$ cat src/rtl/pipeline_pkg.sv
// rtl/pipeline_pkg.sv - shared pipeline types and constants for the hazard controller
package pipeline_pkg;

    typedef enum logic {
        RUN    = 1'b0,
        SHADOW = 1'b1
    } hz_state_t;

    localparam int REG_AW_DEF = 5;
    localparam int X0         = 0;

endpackage

$ cat src/rtl/sat_counter.sv
// rtl/sat_counter.sv - saturating event counter with synchronous clear
module sat_counter #(
    parameter int CNT_W = 32
) (
    input  logic             clock,
    input  logic             reset_n,
    input  logic             clr,
    input  logic             inc,
    output logic [CNT_W-1:0] count
);

    always_ff @(posedge clock or negedge reset_n) begin
        if (!reset_n) begin
            count <= '0;
        end else if (clr) begin
            count <= '0;
        end else if (inc && (count != '1)) begin
            count <= count + 1'b1;
        end
    end

endmodule

$ cat src/rtl/hazard_ctrl.sv
// rtl/hazard_ctrl.sv - load-use stall, EX redirect squash and hazard performance counters
module hazard_ctrl
    import pipeline_pkg::*;
#(
    parameter int REG_AW = REG_AW_DEF,
    parameter int CNT_W  = 32
) (
    input  logic              clock,
    input  logic              reset_n,
    input  logic [REG_AW-1:0] id_rs1,
    input  logic [REG_AW-1:0] id_rs2,
    input  logic              id_use_rs1,
    input  logic              id_use_rs2,
    input  logic              ex_mem_read,
    input  logic [REG_AW-1:0] ex_rd,
    input  logic              ex_branch,
    input  logic              ex_jump,
    input  logic              ex_zero,
    input  logic              mem_stall,
    input  logic              cnt_clear,
    output logic              pc_write,
    output logic              ifid_write,
    output logic              ifid_flush,
    output logic              idex_flush,
    output logic [CNT_W-1:0]  stall_cycles,
    output logic [CNT_W-1:0]  flush_events
);

    hz_state_t state;
    hz_state_t state_next;
    logic      taken;
    logic      load_use;
    logic      stall_inc;
    logic      flush_inc;

    assign taken    = ex_jump | (ex_branch & ex_zero);
    assign load_use = ex_mem_read && (ex_rd != REG_AW'(X0)) &&
                      ((id_use_rs1 && (id_rs1 == ex_rd)) ||
                       (id_use_rs2 && (id_rs2 == ex_rd)));

    always_ff @(posedge clock or negedge reset_n) begin
        if (!reset_n) begin
            state <= RUN;
        end else begin
            state <= state_next;
        end
    end

    always_comb begin
        state_next = state;
        pc_write   = 1'b1;
        ifid_write = 1'b1;
        ifid_flush = 1'b0;
        idex_flush = 1'b0;
        flush_inc  = 1'b0;
        if (!reset_n) begin
            state_next = RUN;
            pc_write   = 1'b0;
            ifid_write = 1'b0;
            ifid_flush = 1'b1;
            idex_flush = 1'b1;
        end else if (mem_stall) begin
            pc_write   = 1'b0;
            ifid_write = 1'b0;
        end else if (taken) begin
            // A taken seen in SHADOW redirects like RUN and keeps the shadow open.
            ifid_flush = 1'b1;
            idex_flush = 1'b1;
            state_next = SHADOW;
            flush_inc  = 1'b1;
        end else if (state == SHADOW) begin
            // The fetch this cycle used the stale PC, and ID holds a bubble.
            ifid_flush = 1'b1;
            idex_flush = 1'b1;
            state_next = RUN;
        end else if (load_use) begin
            pc_write   = 1'b0;
            ifid_write = 1'b0;
            idex_flush = 1'b1;
        end
    end

    assign stall_inc = reset_n & ~pc_write;

    sat_counter #(.CNT_W(CNT_W)) u_stall_cnt (
        .clock   (clock),
        .reset_n (reset_n),
        .clr     (cnt_clear),
        .inc     (stall_inc),
        .count   (stall_cycles)
    );

    sat_counter #(.CNT_W(CNT_W)) u_flush_cnt (
        .clock   (clock),
        .reset_n (reset_n),
        .clr     (cnt_clear),
        .inc     (flush_inc),
        .count   (flush_events)
    );

endmodule

$ cat config.mk
export PLATFORM = sky130hd
export DESIGN_NAME = hazard_ctrl
export DESIGN_NICKNAME = d
export VERILOG_FILES = /design/src/rtl/pipeline_pkg.sv /design/src/rtl/sat_counter.sv /design/src/rtl/hazard_ctrl.sv
export SDC_FILE = /design/constraint.sdc
export NUM_CORES = 1
export LEC_CHECK = 0
export BUFFER_PORTS_ARGS = -buffer_cell sky130_fd_sc_hd__buf_2
export CELL_PAD_IN_SITES_DETAIL_PLACEMENT = 0
export CELL_PAD_IN_SITES_GLOBAL_PLACEMENT = 2
export CORE_ASPECT_RATIO = 2
export CORE_MARGIN = 10
export CORE_UTILIZATION = 33
export DETAILED_ROUTE_END_ITERATION = 8
export GPL_ROUTABILITY_DRIVEN = 0
export PLACE_DENSITY_LB_ADDON = 0.1
export SKIP_LAST_GASP = 1
export SYNTH_ARGS = -nofsm -noshare
export SYNTH_HDL_FRONTEND = slang
export SYNTH_HIERARCHICAL = 1
export SYNTH_SLANG_ARGS = --single-unit
$ cat constraint.sdc
create_clock -name clock -period 2.57 [get_ports clock]
set_input_delay 0.3855 -clock clock [delete_from_list [all_inputs] [get_ports clock]]
set_output_delay 0.3855 -clock clock [all_outputs]
set_load 0.005 [all_outputs]
* Yosys cells after proc, flatten, opt, wreduce, memory -nomap -nowiden
Index checks and enable logic that the tools add are counted.
Cells by class: bitwise operators 4, reduce and logical (&&, ||, !) cells 10, multiplexer cells 23, $add $sub $neg 2, equality and inequality tests 5
Operators with widths (count):
- $mux 32 | 4
- $add 32x1->32 const B | 2
- $ne 32x32->1 const B | 2
- $mux 1 | 19
- $eq 5x5->1 | 2
- $logic_and 1x1->1 | 6
- $reduce_bool 5->1 | 1
- $reduce_bool 2->1 | 2
- $and 1x1->1 | 2
- $ne 2x2->1 const B | 1
- $logic_or 1x1->1 | 1
- $not 1->1 | 1
- $or 1x1->1 | 1
Storage, ports and cells: bits of input ports 25, logic and storage cells 47, register bits 65

* Depth between registers and ports, before layout
depth in word-level cells 14, mapped depth 11

* Modules after synthesis
Netlist, hierarchy kept.
Modules (own cells, without submodules):
- sat_counter | times used 2, area each 1854.3 um2, cells each 198, seq. area each 800.8 um2
- hazard_ctrl | times used 1, area each 249.0 um2, cells each 32, seq. area each 25.0 um2

* Worst setup path after synthesis
OpenSTA, ideal clock, no wires.
kind input -> register, from input port ex_rd[3], to register u_stall_cnt.count[31], required time 2445 ps, library setup time 125 ps, stages on the path 10, path buffers 1, setup slack -152 ps, data arrival time 2597 ps, cell sequence xor2_1 -> nor4_2 -> a32oi_1 -> o31ai_1 -> and3_1 -> nand4_1 -> a21o_1 -> buf_2 -> nor4_1 -> mux2_2
Between the ends: cells in the longest elaborated chain, start to end 13, elaborated cells between the ends (all ways) 17, classes of those cells eq/ne (2); mux (5); bitwise (2); reduce/logical (8)
Ends and longest elaborated chain:
- start, declared | line hazard_ctrl.sv:15 | input logic [REG_AW-1:0] ex_rd,
- $eq 5x5->1 (on tied branches) | line hazard_ctrl.sv:38, hazard_ctrl.sv:39
- $logic_and 1x1->1 (on tied branches) | line hazard_ctrl.sv:38, hazard_ctrl.sv:39
- $logic_or 1x1->1 | line hazard_ctrl.sv:38 | ((id_use_rs1 && (id_rs1 == ex_rd)) ||
- $logic_and 1x1->1 (*) | line hazard_ctrl.sv:37 | assign load_use = ex_mem_read && (ex_rd != REG_AW'(X0)) &&
- $mux 1 (*) | line hazard_ctrl.sv:76 | end else if (load_use) begin
- $mux 1 (*) | line hazard_ctrl.sv:71 | end else if (state == SHADOW) begin
- $mux 1 (*) | line hazard_ctrl.sv:65 | end else if (taken) begin
- $mux 1 (*) | line hazard_ctrl.sv:62 | end else if (mem_stall) begin
- $mux 1 (*) | line hazard_ctrl.sv:56 | if (!reset_n) begin
- $not 1->1 (*) | line hazard_ctrl.sv:83 | assign stall_inc = reset_n & ~pc_write;
- $and 1x1->1 (*) | line hazard_ctrl.sv:83
- via stall_inc | line hazard_ctrl.sv:33 | logic stall_inc;
- $logic_and 1x1->1 (*) | line sat_counter.sv:17 | end else if (inc && (count != '1)) begin
- $reduce_bool 2->1 (no source line) (*)
- end signal, assigned | line sat_counter.sv:18 | count <= count + 1'b1;
- end, declared | line sat_counter.sv:9 | output logic [CNT_W-1:0] count
The timed path passes the listed nets; every way through them passes the cells marked *. A chain may end at the register's enable or synchronous reset.

* Worst setup path in the final report
from input port ex_rd[3], to register u_stall_cnt.count[27]
Same word-level chain as after synthesis.

==> impl_summary.txt <==
----------------------------------------------------
[Routing]
  Detailed-route vias per instance ... 5.28
  Routed wire length per instance ... 18.3 um
  Remaining design rule violation count ... 0
  Final wirelength ... 12700 um
  Initial DRT Pass Iterations ... 4
  Violation count after the first detailed-route iteration ... 136
  Vias ... 3673
  Final ANT Viol Nets ... 0

[Logic synthesis]
  Largest area contributor in the synthesized netlist ... sky130_fd_sc_hd__dfrtp_1
  Commonest cells in the netlist ... sky130_fd_sc_hd__dfrtp_1 (65), sky130_fd_sc_hd__nor2_1 (52), sky130_fd_sc_hd__nand2_1 (24), sky130_fd_sc_hd__nand3_1 (24), sky130_fd_sc_hd__a21oi_1 (23)
  Top cells by area in the synthesized netlist ... sky130_fd_sc_hd__dfrtp_1 (41%), sky130_fd_sc_hd__nor2_1 (4.9%), sky130_fd_sc_hd__xnor2_1 (4.9%)
  Share of flip-flops with an asynchronous set or reset after synthesis ... 1.00
  Portion of synthesized cell area occupied by the leading cell type ... 0.411
  Number of enable flip-flop cells after synthesis ... 0
  Synth warnings ... 6
  Number of library cell types mapped by synthesis ... 47
  Synthesized cell area ... 3960 um^2
  Flip-flop and latch count after synthesis ... 65
  Cell with the most instances after synthesis ... sky130_fd_sc_hd__dfrtp_1
  Sequential element share of the synthesized area ... 0.411
  Predominant post-synthesis flop cell ... sky130_fd_sc_hd__dfrtp_1
  Net count after synthesis ... 455
  Mean instance size in the synthesized netlist ... 9.25 um^2
  Post-synthesis cell count ... 428

[Floorplan]
  Die Y ... 175 um
  Initial Utilization ... 0.336
  Area of the die ... 17000 um^2
  Number of top-level pins ... 93
  Area of the core ... 11800 um^2
  Die boundary width ... 97.4 um
  Site Rows ... 56

[Finish]
  Fraction of final layout cells with drive strength greater than 1 ... 0.316
  Count of nets after finishing ... 573
  Antenna diode instance count ... 0
  Total area of multi-input combinational cells ... 2220 um^2
  Flip-flop and latch area ... 1630 um^2
  Final Core Density ... 0.435
  Number of inserted filler cells in the final layout ... 1217
  Area growth from synthesis to layout ... 29.4%

[Setup path]
  Worst EP required ... 2.79 ns
  Kind of capture point of the worst setup path ... flip-flop
  Worst R2R Setup Slack ... 0.19 ns
  Cells on worst reg2reg path ... 8
  Critical path launch point ... ex_rd[3]
  Startpoint of the most critical register-to-register path ... state
  Largest driver fanout on the critical path ... 15
  Worst EP arrival ... 2.65 ns
  Crit Reg-Reg Endpoint ... u_stall_cnt/count[27]
  Setup crit start kind ... input port
  Worst setup path endpoint ... u_stall_cnt/count[27]
  Setup CP Type ... in -> reg

[Placement]
  Post-detail-place hpwl ... 9820 um
  I/O Buffers ... 92

[Clocking]
  Clock Root Buffer ... sky130_fd_sc_hd__clkbuf_16
  TritonCTS clock tree ... done
  H-tree levels ... 3
  Total CTS buffers ... 9
  Buffer count from post-CTS setup fixing ... 0
  Clock input transition at the sequential cells of the worst setup and hold paths ... 0.06 ns
  Sinks on Clock Net ... 65
  Clock tree buffer depth ... 2
  Insertion delay of the later-clocked pin in the worst-skew pair ... 0.33 ns

[Timing]
  Max-slew headroom ... 0.535
  Hold Vio Cnt, Final ... 0
  Final setup viols ... 0
  Setup repair after global routing missed its margin ... no
  Final worst path period share ... 0.947
  Largest clock skew in the final design ... 0.00489 ns
  Maximum frequency from static timing analysis ... 411 MHz
  Final hold slack ... 0.0732 ns
  Number of max-slew violations in the final report ... 0
  Final critical path time including I/O delays and setup ... 2.43 ns
  Slew at the pin closest to its max-slew limit ... 0.692 ns

[Power]
  Power density normalized to cell area ... 498 nW/um^2
  Static power due to leakage ... 2.35 nW
  Final total power ... 2.55 mW
  Worst IR Drop VDD ... 0.303 mV

[Global routing]
  Largest net degree at the start of global routing ... 49
  Wire length of the first global-routing pass ... 20600 um
  Global route total overflow ... 0
  Via count of the first global-routing pass ... 3842
  Antenna violations before repair ... 0
  Gr usage total ... 0.149

[Flow run]
  Max-cap violations ... 0

[Hold path]
  Tightest Hold Check Type ... in -> async

[Outcome]
  Run status ... complete, no violations

----------------------------------------------------
per-layer routing:
| metal | vias to the layer above | track usage | part of all wire | wire (um) |
|---|---|---|---|---|
| met1 | 1818 | 0.142 | 0.36 | 4640 |
| li1 | 1787 | - | - | - |
| met2 | 62 | 0.298 | 0.59 | 7570 |
| met4 | 0 | 0.0481 | 0.0082 | 104 |
| met3 | 6 | 0.0348 | 0.033 | 417 |
| met5 | - | 0 | 0 | 0 |
worst min path at each step:
stage | cells after the start | end | slack (ns)
global placement | 1 | u_stall_cnt/count[0] | 0.22
floorplan | 0 | state | 0.09
finish | 2 | u_flush_cnt/count[6] | 0.07
CTS | 2 | u_flush_cnt/count[6] | 0.06
detailed placement | 1 | u_stall_cnt/count[0] | 0.22
global route | 2 | u_flush_cnt/count[9] | 0.09
flip-flops by register name, indices dropped and copies added, names as in the netlist:
register	cells
state	1
u_flush_cnt/count	32
u_stall_cnt/count	32
critical path: stages:
cell and delay, ns:
sky130_fd_sc_hd__buf_2 0.11, sky130_fd_sc_hd__xor2_1 0.16, sky130_fd_sc_hd__nor4_2 0.30, sky130_fd_sc_hd__a32oi_1 0.17, sky130_fd_sc_hd__o31ai_2 0.29, sky130_fd_sc_hd__and3_4 0.22, sky130_fd_sc_hd__nand4_1 0.11, sky130_fd_sc_hd__a21o_4 0.27
sky130_fd_sc_hd__nor4_1 0.27, sky130_fd_sc_hd__mux2_2 0.36
power breakdown:
part	internal [mW]	leakage (nW)	switching, mW
clock network	0.899	0.162	0.467
logic	0.0610	1.28	0.0891
registers	1.03	0.906	0.00576
what timing repair did:
item | 4_1_cts | 5_1_grt
gates cloned | 0 | 0
setup endpoints to repair | 2 | 5
hold buffers | 1 | 0
hold endpoints to repair | 1 | 0
resized for setup | 1 | 1
kinds of logic after synthesis:
kind of cell,Yosys count,synth area share
buffers and inverters,31,0.0335
muxes,14,0.0411
adders and majority gates,2,0.00632
and+or+nand+nor,207,0.301
AOI/OAI and AO/OA,73,0.127
xor gates and xnor gates,36,0.0797
DFF,65,0.411
cells in the final DEF (no fill, tap or decap), drive strengths merged, types with 4 or more instances in the layout:
cell,instances
buf,121
nor2b,12
a211oi,11
and3,16
nand2b,5
o21ai,11
inv,16
nor3,8
or3,10
a21oi,23
mux2,12
a31oi,4
xnor2,22
nand3,26
or4,7
and2,8
nor4,16
dfrtp,65
clkbuf,11
a21o,6
nor2,52
xor2,14
a31o,4
nand2,24
nand4,14
o31ai,8
cell type report:
type	count	share of cell area
Multi-Input combinational cell	332	0.434
Sequential cell	65	0.318
Timing Repair Buffer	122	0.137
Clock buffer	11	0.0494
Tap cell	145	0.0354
Clock inverter	5	0.0151
Inverter	16	0.0117
through the flow:
| step | setup TNS (ns) | worst slack [ns] | cells | instance area, um^2 |
|---|---|---|---|---|
| after floorplan | -0.0752 | -0.0257 | 428 | 3980 |
| after global placement | -2.58 | -0.285 | 679 | 4770 |
| after detailed placement | -3.76 | -0.373 | 679 | 4770 |
| after CTS | 0 | 0.0645 | 696 | 5110 |
| after global routing | 0 | 0.0109 | 696 | 5120 |
| final | 0 | 0.135 | 696 | 5120 |
No activity file was read; power rests on OpenSTA's default activity.
